<file path="src/rtl/piece_queue.sv">
// -----------------------------------------------------------------------------
// piece_queue
//   Tetromino preview queue. A 32-bit entropy word seeds a Galois LFSR; each
//   step yields a 3-bit candidate that is turned into a piece ID 0..6 and
//   pushed into a DEPTH-entry FIFO. Software peeks, pops, reads status and
//   reseeds through a small Avalon-MM slave with zero read latency.
//
//   Optional build macro: PIECE_QUEUE_REROLL_EN
//     defined   : NES-style selection (a candidate equal to the previous piece
//                 is rerolled once, and the reroll is (cand + prev) mod 7).
//     undefined : only candidate 7 is rejected; a reject simply rolls again.
//
// Ports
//   CLK            system clock
//   RESET          asynchronous active-high reset
//   SEED[31:0]     entropy word for hardware reseed
//   SEED_LOAD      one-cycle hardware reseed strobe (wins over a bus reseed)
//   AVL_CS/READ/WRITE, AVL_ADDR[1:0], AVL_WRITEDATA[31:0]  slave request
//   AVL_READDATA[31:0]   0: peek, 1: pop, 2: status, 3: LFSR (combinational)
// -----------------------------------------------------------------------------
module piece_queue #(
    parameter int          DEPTH     = 4,
    parameter logic [31:0] LFSR_POLY = 32'h80200003
) (
    input  logic        CLK,
    input  logic        RESET,
    input  logic [31:0] SEED,
    input  logic        SEED_LOAD,
    input  logic        AVL_CS,
    input  logic        AVL_READ,
    input  logic        AVL_WRITE,
    input  logic [1:0]  AVL_ADDR,
    input  logic [31:0] AVL_WRITEDATA,
    output logic [31:0] AVL_READDATA
);

    localparam logic [1:0] ST_UNSEEDED = 2'd0;
    localparam logic [1:0] ST_ROLL1    = 2'd1;
    localparam logic [1:0] ST_ROLL2    = 2'd2;
    localparam logic [1:0] ST_FULL     = 2'd3;

    localparam logic [3:0] DEPTH_C    = 4'(DEPTH);
    localparam logic [3:0] LAST_C     = 4'(DEPTH - 1);
    localparam logic [2:0] PIECE_NONE = 3'd7;

    logic [1:0]  r_state;
    logic [31:0] r_lfsr;
    logic [2:0]  r_mem [0:15];
    logic [3:0]  r_rd_ptr;
    logic [3:0]  r_wr_ptr;
    logic [3:0]  r_count;
    logic        r_underflow;

    logic [31:0] w_next;
    logic [2:0]  w_cand;
    logic        w_accept1;
    logic        w_full;
    logic        w_empty;
    logic        w_push;
    logic [2:0]  w_push_val;
    logic        w_step;
    logic [1:0]  w_state_nxt;
    logic        w_pop_req;
    logic        w_pop;
    logic        w_uf_set;
    logic        w_uf_clr;
    logic        w_reseed;
    logic [31:0] w_seed_raw;
    logic [31:0] w_seed_val;
    logic [2:0]  w_head;

`ifdef PIECE_QUEUE_REROLL_EN
    logic [2:0]  r_prev;
    logic [3:0]  w_sum;
    logic [2:0]  w_mod7;
`endif

    // Wrap a FIFO pointer at the configured depth rather than at 16.
    function automatic logic [3:0] ptr_inc(input logic [3:0] ptr);
        logic [3:0] res;
        if (ptr == LAST_C) begin
            res = 4'd0;
        end else begin
            res = ptr + 4'd1;
        end
        return res;
    endfunction

    // LFSR next value, candidate, FIFO flags and bus request decode.
    always_comb begin
        w_next     = r_lfsr[0] ? ({1'b0, r_lfsr[31:1]} ^ LFSR_POLY) : {1'b0, r_lfsr[31:1]};
        w_cand     = w_next[2:0];
        w_full     = (r_count == DEPTH_C);
        w_empty    = (r_count == 4'd0);
        w_head     = w_empty ? PIECE_NONE : r_mem[r_rd_ptr];
        w_pop_req  = AVL_CS & AVL_READ & (AVL_ADDR == 2'd1);
        w_pop      = w_pop_req & ~w_empty;
        w_uf_set   = w_pop_req & w_empty;
        w_uf_clr   = AVL_CS & AVL_WRITE & (AVL_ADDR == 2'd2);
        w_reseed   = SEED_LOAD | (AVL_CS & AVL_WRITE & (AVL_ADDR == 2'd3));
        w_seed_raw = SEED_LOAD ? SEED : AVL_WRITEDATA;
        // An all-zero seed would lock the LFSR, so it is forced to 1.
        w_seed_val = (w_seed_raw == 32'd0) ? 32'd1 : w_seed_raw;
    end

`ifdef PIECE_QUEUE_REROLL_EN
    // Reroll value: 4-bit sum of candidate and previous piece, reduced mod 7.
    always_comb begin
        w_sum = {1'b0, w_cand} + {1'b0, r_prev};
        if (w_sum >= 4'd14) begin
            w_mod7 = 3'(w_sum - 4'd14);
        end else if (w_sum >= 4'd7) begin
            w_mod7 = 3'(w_sum - 4'd7);
        end else begin
            w_mod7 = w_sum[2:0];
        end
        w_accept1 = (w_cand != PIECE_NONE) && (w_cand != r_prev);
    end
`else
    // First-roll acceptance: only the out-of-range candidate is rejected.
    always_comb begin
        w_accept1 = (w_cand != PIECE_NONE);
    end
`endif

    // Generator FSM: decides push, LFSR advance and next state. A push that
    // would overflow parks the FSM in FULL with the LFSR held.
    always_comb begin
        w_state_nxt = r_state;
        w_push      = 1'b0;
        w_push_val  = w_cand;
        w_step      = 1'b0;
        case (r_state)
            ST_ROLL1: begin
                if (!w_accept1) begin
                    w_step      = 1'b1;
                    w_state_nxt = ST_ROLL2;
                end else if (w_full) begin
                    w_state_nxt = ST_FULL;
                end else begin
                    w_push = 1'b1;
                    w_step = 1'b1;
                end
            end
            ST_ROLL2: begin
`ifdef PIECE_QUEUE_REROLL_EN
                w_push_val = w_mod7;
                if (w_full) begin
                    w_state_nxt = ST_FULL;
                end else begin
                    w_push      = 1'b1;
                    w_step      = 1'b1;
                    w_state_nxt = ST_ROLL1;
                end
`else
                if (w_cand == PIECE_NONE) begin
                    w_step = 1'b1;
                end else if (w_full) begin
                    w_state_nxt = ST_FULL;
                end else begin
                    w_push      = 1'b1;
                    w_step      = 1'b1;
                    w_state_nxt = ST_ROLL1;
                end
`endif
            end
            ST_FULL: begin
                if (w_full) begin
                    w_state_nxt = ST_FULL;
                end else begin
                    w_state_nxt = ST_ROLL1;
                end
            end
            ST_UNSEEDED: begin
                w_state_nxt = ST_UNSEEDED;
            end
            default: begin
                w_state_nxt = ST_UNSEEDED;
            end
        endcase
    end

    // FSM state, LFSR and previous-piece registers; reseed overrides all.
    always_ff @(posedge CLK or posedge RESET) begin
        if (RESET) begin
            r_state <= ST_UNSEEDED;
            r_lfsr  <= 32'd1;
`ifdef PIECE_QUEUE_REROLL_EN
            r_prev  <= PIECE_NONE;
`endif
        end else if (w_reseed) begin
            r_state <= ST_ROLL1;
            r_lfsr  <= w_seed_val;
`ifdef PIECE_QUEUE_REROLL_EN
            r_prev  <= PIECE_NONE;
`endif
        end else begin
            r_state <= w_state_nxt;
            if (w_step) begin
                r_lfsr <= w_next;
            end
`ifdef PIECE_QUEUE_REROLL_EN
            if (w_push) begin
                r_prev <= w_push_val;
            end
`endif
        end
    end

    // Preview FIFO storage, pointers and occupancy; reseed flushes it.
    always_ff @(posedge CLK or posedge RESET) begin
        if (RESET) begin
            r_rd_ptr <= 4'd0;
            r_wr_ptr <= 4'd0;
            r_count  <= 4'd0;
            for (int i = 0; i < 16; i++) begin
                r_mem[i] <= 3'd0;
            end
        end else if (w_reseed) begin
            r_rd_ptr <= 4'd0;
            r_wr_ptr <= 4'd0;
            r_count  <= 4'd0;
        end else begin
            if (w_push) begin
                r_mem[r_wr_ptr] <= w_push_val;
                r_wr_ptr        <= ptr_inc(r_wr_ptr);
            end
            if (w_pop) begin
                r_rd_ptr <= ptr_inc(r_rd_ptr);
            end
            case ({w_push, w_pop})
                2'b10:   r_count <= r_count + 4'd1;
                2'b01:   r_count <= r_count - 4'd1;
                default: r_count <= r_count;
            endcase
        end
    end

    // Sticky underflow flag: set by a pop of an empty queue, cleared by a
    // status write or any reseed.
    always_ff @(posedge CLK or posedge RESET) begin
        if (RESET) begin
            r_underflow <= 1'b0;
        end else if (w_reseed) begin
            r_underflow <= 1'b0;
        end else if (w_uf_set) begin
            r_underflow <= 1'b1;
        end else if (w_uf_clr) begin
            r_underflow <= 1'b0;
        end else begin
            r_underflow <= r_underflow;
        end
    end

    // Zero-latency read mux.
    always_comb begin
        case (AVL_ADDR)
            2'd0:    AVL_READDATA = {29'd0, w_head};
            2'd1:    AVL_READDATA = {29'd0, w_head};
            2'd2:    AVL_READDATA = {23'd0, r_underflow, r_count, 3'd0, (r_state != ST_UNSEEDED)};
            2'd3:    AVL_READDATA = r_lfsr;
            default: AVL_READDATA = 32'd0;
        endcase
    end

endmodule
</file>
<file path="config.mk">
export PLATFORM = sky130hd
export DESIGN_NAME = piece_queue
export DESIGN_NICKNAME = d
export VERILOG_FILES = /design/src/rtl/piece_queue.sv
export SDC_FILE = /design/constraint.sdc
export NUM_CORES = 1
export LEC_CHECK = 0
export ABC_AREA = 1
export ABC_CLOCK_PERIOD_IN_PS = 8500
export CAP_MARGIN = 0
export CELL_PAD_IN_SITES_DETAIL_PLACEMENT = 0
export CELL_PAD_IN_SITES_GLOBAL_PLACEMENT = 1
export CORE_MARGIN = 2
export CORE_UTILIZATION = 41
export DETAILED_ROUTE_END_ITERATION = 16
export GPL_TIMING_DRIVEN = 0
export PLACE_DENSITY_LB_ADDON = 0.3
export SYNTH_ARGS = -nofsm -noshare
export SYNTH_HDL_FRONTEND = slang
export SYNTH_SLANG_ARGS = --single-unit
</file>
<file path="constraint.sdc">
create_clock -name CLK -period 8.5 [get_ports CLK]
set_input_delay 1.7 -clock CLK [delete_from_list [all_inputs] [get_ports CLK]]
set_output_delay 1.7 -clock CLK [all_outputs]
set_load 0.005 [all_outputs]
</file>
# Word level (Yosys, flattened, before mapping)
# Index checks and enable logic that the tools add are counted.
[word_totals]
mem_bits_rw = 0
latchBits = 0
register_bits = 95
n_memories = 0
output_inout_bits = 32
wordCells = 108
inputBits = 72
romBits = 0
[op_classes]
n_reduce_logical = 14
shifts = 0
n_bitwise = 13
n_div = 0
n_addsub = 4
magnitude_cmp = 3
mul = 0
n_eq_ne = 15
mux = 37
[ops]
columns = ["cell", "count"]
rows = [
  ["$mux 32", 5],
  ["$pmux 32 s3", 1],
  ["$bwmux 48", 1],
  ["$logic_not 32->1", 1],
  ["$mux 4", 7],
  ["$add 4x1->4 const B", 3],
  ["$bmux 3 s4", 1],
  ["$demux 3 s4", 1],
  ["$mux 3", 4],
  ["$eq 2x2->1 const B", 5],
  ["$ge 5x5->1 const B", 2],
  ["$mux 2", 5],
  ["$not 4->5", 2],
  ["$eq 4x2->1 const B", 2],
  ["$mux 1", 8],
  ["$pmux 2 s4", 1],
  ["$pmux 4 s2", 1],
  ["$reduce_bool 2->1", 4],
  ["$and 1x1->1", 7],
  ["$eq 2x1->1 const B", 3],
  ["$ne 3x3->1 const B", 2],
  ["$reduce_bool 3->1", 2],
  ["$lt 5x1->1 const B", 1],
  ["$eq 4x3->1 const B", 1],
  ["other kinds (12)", 16],
]

# Depth between registers and ports, before layout
# Gate-level depths: netlist of run 1.
[depth]
ltp_word = 8
ltp_mapped = 16

# Least setup slack after synthesis of run 1
# OpenSTA, ideal clock, no wires.
[synth_path]
path_kind = "in2out"
start = "input port AVL_ADDR[1]"
end = "output port AVL_READDATA[0]"
n_path_buf = 0
slack_ps = 4567
arrival_time_ps = 2233
cell_stages = 6
path_cell_list = "inv_1 nor2_1 inv_1 o22ai_1 inv_1 nand2_1"
[synth_between]
elab_chain_cells = 3
elab_cells_between_ends = 6
cone_classes = "3 x eq/ne; 1 x mux; 2 x reduce/logical"
[synth_rtl]
columns = ["item", "line", "text"]
rows = [
  ["from (decl)", "32", "input logic [1:0] AVL_ADDR,"],
  ["$eq 2x1->1 or $logic_not 2->1 (tied branches)", "257", "case (AVL_ADDR)"],
  ["$reduce_or 2->1 (no line)", "n/a", ""],
  ["$pmux 32 s3 (*)", "257", ""],
  ["to (decl)", "34", "output logic [31:0] AVL_READDATA"],
]
# Every way passes the cells marked *; elsewhere a longest branch is shown, timed or not.

# Worst setup path in the final report of run 1
[layout_path]
start = "input port AVL_ADDR[0]"
end = "output port AVL_READDATA[2]"
# The elaborated chain is that of the path after synthesis.

==> impl_metrics.csv, run 1 <==
group,metric,value,unit
sta,skew,0.00912,ns
sta,worst_pin_slew,0.648,ns
layout,final_cell_mix,"nand2_1 (206), o21ai_0 (118), clkdlybuf4s50_1 (103), dfrtp_1 (94), inv_1 (91)",
clock_tree,clkSinkCount,95,
synthesis,ys_seq_area_frac,0.423,
die,die_h,121,µm
synthesis,synthFlopType,"dfrtp_1",
synthesis,synth_mux_area_frac,0,
place,hpwlAfterDp,13600,µm
setup_path,worstReg2RegStart,"r_state[0]",
clock_tree,insertion_delay,0.34,ns
place,place_congestion,0.888,
clock_tree,cts_inserted_buffers,9,
setup_path,reg2reg_to,"r_count[2]",
sta,setup_slack,3.17,ns
detailed_routing,drt_iter0_drc,448,
layout,fin_util,0.542,
global_routing,grt_use_total,0.253,
die,die_area,14700,µm²
setup_path,path_class,"primary input to output pin",
power,total_power,0.00173,W
die,floorplan.rows,42,
synthesis,ys_ff_latch,95,
global_routing,grt_pass1_vias,5701,
setup_path,reg2reg_depth,15,
synthesis,synth-edff-count,0,
sta,finalCriticalPeriod,5.33,ns
sta,rsz0062_at_grt,"false",
layout,drive_gt1_frac,0.0639,
sta,period_share,0.627,
sta,hold_viol_final,0,
power,powerDensity,239,nW/µm²
layout,fill_cells,1287,
min_path,hp-start,"r_mem[19]",
clock_tree,cts_tree,"done",
global_routing,antenna_found_initial,0,
layout,antenna-diode-count,0,
synthesis,synthAdderAreaFrac,0.0245,
setup_path,cp-end-kind,"output pin",
synthesis,syn_avg_cell_area,7.14,µm²
synthesis,synthXorXnorAreaFrac,0.00156,
synthesis,synth_warnings,0,
clock_tree,cts_hold_buffers,0,
run,max_cap_viol_count,0,
setup_path,path_max_fanout,10,
layout,fin_nets,985,
setup_path,startpoint_type,"primary input",
min_path,hp-class,"flop to flop",
die,initial_core_util,0.422,
sta,tns,0,ns
power,power_leakage,3.33,nW
setup_path,crit_required,6.80,ns
detailed_routing,via_count,5689,
detailed_routing,finalWirelength,17800,µm
sta,finalMaxSlewViolations,0,
sta,fmax,0.188,GHz
sta,slew_headroom,0.568,
place,dp_cells,1067,
synthesis,synthArstFlopShare,1.00,
min_path,min_to,"r_mem[19]",
power,peakVddDrop,0.125,mV
sta,setup_violations,0,
clock_tree,cts_root_buffer,"clkbuf_16",
die,dieWidth,121,µm
layout,fin_cells,1083,
synthesis,yosysUniqueCellTypes,30,
layout,syn_to_final_growth,28.4,%
setup_path,arrival,3.63,ns
die,boundaryPins,104,
detailed_routing,wl_per_cell,16.4,µm
outcome,status,"finished, final reports clean",
global_routing,grt_max_degree,58,
layout,final_common_cell,"nand2_1",
clock_tree,clockBufferDepth,2,
die,core-area,13300,µm²
place,port_buffers,103,
synthesis,syn_nets,870,
clock_tree,cts_resized,0,
clock_tree,h-tree-depth,3,
min_path,holdPathStages,2,
global_routing,grt_overflow_total,0,
setup_path,reg2reg_slack,6.16,ns
synthesis,synth_top_family_by_area,"simple AND/OR/NAND/NOR gates",
detailed_routing,antenna_left,0,
global_routing,grt_pass1_wl,28900,µm
clock_tree,cts.clk_slew.worst_paths,0.06,ns
place,dp_slack,3.20,ns
synthesis,syn_area,5620,µm²
detailed_routing,routed_via_density,5.25,
synthesis,syn_inst,787,
detailed_routing,dr.pass1.iters,7,
synthesis,yosys.area_share.simple,0.260,
detailed_routing,route.detailed.drc,0,
synthesis,synth_compound_area_frac,0.197,
clock_tree,cts_setup_buffers,0,
power by group:
part	switching, W	internal [W]	total, W
Clock	0.000188	0.000241	0.000429
Combinational	0.000433	0.000236	0.000669
Sequential	0.0000709	0.000557	0.000628
per-layer routing:
metal | part of all wire | GRT usage | wire, µm
met1 | 0.44 | 0.317 | 7770
met2 | 0.47 | 0.423 | 8420
met3 | 0.053 | 0.0437 | 943
met4 | 0.036 | 0.118 | 635
met5 | 0 | 0 | 0
cells in the mapped netlist (all sizes together), types with 2 or more instances:
master | n | share of area
nand2 | 209 | 0.14
clkbuf | 19 | 0.013
ha | 11 | 0.025
o211ai | 31 | 0.041
nor3 | 8 | 0.0071
nor2 | 83 | 0.064
buf | 16 | 0.015
inv | 99 | 0.066
o21ai | 150 | 0.13
nand3 | 44 | 0.044
dfrtp | 94 | 0.42
o22ai | 5 | 0.0056
a21oi | 9 | 0.0080
a31oi | 2 | 0.0049
flip-flops by register name, summed over array words and instances (netlist names):
register     count
r_rd_ptr         4
r_state          2
r_count          4
r_wr_ptr         4
r_mem           48
r_underflow      1
r_lfsr          32
worst max path at each step:
stage / from / slack, ns / to / cells past startpoint
4_1_cts: AVL_ADDR[0] / 3.20 / AVL_READDATA[2] / 5
5_1_grt: AVL_ADDR[0] / 3.13 / AVL_READDATA[2] / 5
3_3_place_gp: RESET / 2.86 / r_mem[11] / 2
3_5_place_dp: AVL_ADDR[0] / 3.20 / AVL_READDATA[2] / 5
2_1_floorplan: RESET / 4.32 / r_count[0] / 1
6_report: AVL_ADDR[0] / 3.17 / AVL_READDATA[2] / 5
cell type report:
class / count / area (µm²) / area share
clock buffers: 10 / 239 / 0.0331
flip-flops and latches: 95 / 2380 / 0.330
repair buffers: 104 / 1060 / 0.147
multi-input cells: 558 / 2710 / 0.376
well taps: 176 / 220 / 0.0305
inverters: 99 / 374 / 0.0519
plain buffers: 35 / 154 / 0.0213
clock inverters: 6 / 75.1 / 0.0104
per-stage QoR:
step           instance area [µm²]  hold slack (ns)
6_report                      7210            0.483
4_1_cts                       7210            0.484
3_3_place_gp                  6870            0.463
2_1_floorplan                 5620            0.448
3_5_place_dp                  6900            0.468
5_1_grt                       7210            0.506
critical path: stages:
cell and delay [ns]:
clkdlybuf4s50_1 0.50, nand2_1 0.15, clkbuf_1 0.34, o21ai_0 0.38, clkdlybuf4s50_1 0.56
kinds of logic (layout without fill, tap and decap cells):
kind of cell | Yosys count | after routing
xor gates and xnor gates | 1 | 1
buffers and inverters | 134 | 254
AOI/OAI and AO/OA | 199 | 199
adders and majority gates | 11 | 11
DFF | 95 | 95
and+or+nand+nor | 347 | 347
Note: power is estimated with default switching activity, not from simulation.
==> inputs of run 2 (changes only) <==
- ABC_CLOCK_PERIOD_IN_PS: 8500 -> 5400
- CORE_UTILIZATION: 41 -> 38
- clock period: 8.5 -> 5.4 ns (I/O delays scaled with it)
==> run 2 against run 1 <==
Effect of this change:
- final cell count grew 0.74%
- via count shrank 2.9%
- first-iteration DRC count shrank 14%
- routed wire length shrank 1.6%
- combinational power grew 57%
- critical path depth is the same
- worst hold slack lost 0.0016 ns
- sequential cell count is the same
- global-route usage shrank 2.8 points
- critical endpoint unchanged
==> impl_metrics.csv, run 2 (synthesis results as in run 1) <==
group,metric,value,unit
power,seqPwrFrac,0.362,
clock_tree,cts_hold_buffers,0,
global_routing,grt_pass1_vias,5301,
setup_path,reg2reg_depth,15,
detailed_routing,finalWirelength,17500,µm
setup_path,startpoint_type,"primary input",
setup_path,arrival,2.97,ns
detailed_routing,wl_per_cell,16.0,µm
clock_tree,cts_inserted_buffers,9,
global_routing,antenna_found_initial,0,
clock_tree,cts_resized,0,
clock_tree,cts_root_buffer,"clkbuf_16",
sta,slew_headroom,0.568,
min_path,hp-class,"flop to flop",
detailed_routing,via_count,5524,
detailed_routing,route.detailed.drc,0,
clock_tree,h-tree-depth,3,
clock_tree,clkSinkCount,95,
sta,fmax,0.247,GHz
sta,finalMaxSlewViolations,0,
setup_path,worstReg2RegStart,"r_state[0]",
sta,finalCriticalPeriod,4.05,ns
sta,tns,0,ns
global_routing,grt_overflow_total,0,
detailed_routing,drt_iter0_drc,386,
layout,fin_nets,985,
outcome,status,"finished, final reports clean",
power,power_leakage,3.32,nW
clock_tree,insertion_delay,0.35,ns
die,die_h,126,µm
global_routing,grt_pass1_wl,28200,µm
place,dp_cells,1075,
setup_path,path_class,"primary input to output pin",
layout,final_common_cell,"nand2_1",
sta,skew,0.00667,ns
setup_path,crit_end,"AVL_READDATA[2]",
sta,period_share,0.750,
sta,setup_violations,0,
sta,hold_viol_final,0,
sta,worst_pin_slew,0.649,ns
run,max_cap_viol_count,0,
die,floorplan.rows,44,
sta,rsz0062_at_grt,"false",
die,boundaryPins,104,
setup_path,reg2reg_to,"r_count[2]",
layout,final_cell_mix,"nand2_1 (206), o21ai_0 (118), clkdlybuf4s50_1 (103), dfrtp_1 (94), inv_1 (91)",
setup_path,crit_start,"AVL_ADDR[0]",
power,total_power,0.00272,W
power,powerDensity,377,nW/µm²
clock_tree,cts_setup_buffers,0,
place,hpwlAfterDp,13200,µm
power,swShare,0.393,
setup_path,crit_required,4.32,ns
power,p_clk_frac,0.253,
die,core-area,14500,µm²
layout,fin_cells,1091,
die,dieWidth,126,µm
detailed_routing,routed_via_density,5.06,
power,peakVddDrop,0.200,mV
setup_path,reg2reg_slack,3.10,ns
power,internal_power,0.00165,W
detailed_routing,dr.pass1.iters,4,
setup_path,cp-end-kind,"output pin",
die,die_area,15800,µm²
setup_path,path_max_fanout,10,
power,combinationalPowerShare,0.386,
place,place_congestion,0.830,
layout,regMostFlops,"r_mem",
layout,reg_top3,"r_mem: 48 flops, r_lfsr: 32 flops",
layout,antenna-diode-count,0,
detailed_routing,antenna_left,0,
clock_tree,cts_tree,"done",
layout,syn_to_final_growth,28.6,%
global_routing,grt_max_degree,56,
layout,largest_reg_flops,48,
layout,drive_gt1_frac,0.0628,
power,p_sw,0.00107,W
die,initial_core_util,0.388,
global_routing,grt_use_total,0.225,
clock_tree,clockBufferDepth,2,
clock_tree,cts.clk_slew.worst_paths,0.07,ns
place,port_buffers,103,
-- run 2: metrics by stage --
step | hold slack, ns | util | worst slack (ns) | area, µm²
final | 0.482 | 0.499 | 1.35 | 7220
after global routing | 0.505 | 0.499 | 1.19 | 7220
after CTS | 0.485 | 0.499 | 1.31 | 7220
after detailed placement | 0.468 | 0.477 | 1.31 | 6910
after global placement | 0.461 | 0.475 | 0.224 | 6880
after floorplan | 0.448 | - | 1.84 | 5620
-- run 2: worst min-delay path by stage --
stage                   start   endpoint  slack [ns]  cells past startpoint
floorplan           r_mem[15]  r_mem[15]        0.45                      2
CTS                 r_mem[15]  r_mem[15]        0.49                      2
global route        r_mem[19]  r_mem[19]        0.50                      2
global placement    r_mem[19]  r_mem[19]        0.46                      2
detailed placement  r_mem[15]  r_mem[15]        0.47                      2
finish               r_mem[5]   r_mem[5]        0.48                      2
-- run 2: worst max-delay path, cell delays in order --
cell	delay (ns)
clkdlybuf4s50_1	0.49
nand2_1	0.16
clkbuf_1	0.32
o21ai_0	0.36
clkdlybuf4s50_1	0.56
-- run 2: area by class of cell --
class | instances | area [µm²]
inverters | 99 | 374
flip-flops and latches | 95 | 2380
plain buffers | 35 | 154
repair buffers | 104 | 1060
fillers | 1496 | 7260
well taps | 184 | 230
multi-input cells | 558 | 2710
clock inverters | 6 | 85.1
clock buffers | 10 | 229
-- run 2: metal layers --
metal / track usage / share of wire / up-vias
li1: - / - / 2790
met1: 0.299 / 0.45 / 2557
met2: 0.377 / 0.48 / 160
met3: 0.0342 / 0.050 / 17
met4: 0.0739 / 0.015 / 0
met5: 0 / 0 / -
-- run 2: power groups by stage --
stage	registers, W	clock network [W]	logic [W]
after detailed placement	0.000994	0	0.00105
after global placement	0.000993	0	0.00104
after CTS	0.000983	0.000694	0.00106
after global routing	0.00101	0.000718	0.00117
after floorplan	0.000964	0	0.000666
final	0.000984	0.000687	0.00105
==> inputs of run 3 (changes only) <==
- ABC_CLOCK_PERIOD_IN_PS: 5400 -> 4000
- clock period: 5.4 -> 4 ns (I/O delays scaled with it)
==> results of run 3 <==
Same layout as run 2 (identical final DEF). Status: finished, final reports clean.
Main changes from that run: setup slack after placement 1.31 ns -> 0.473 ns; setup slack after layout 1.35 ns -> 0.231 ns; start point of the critical path AVL_ADDR[0] -> r_rd_ptr[1]; register-to-register setup slack 3.10 ns -> 1.70 ns; total power 0.00272 W -> 0.00367 W; worst IR drop on VDD 0.200 mV -> 0.270 mV
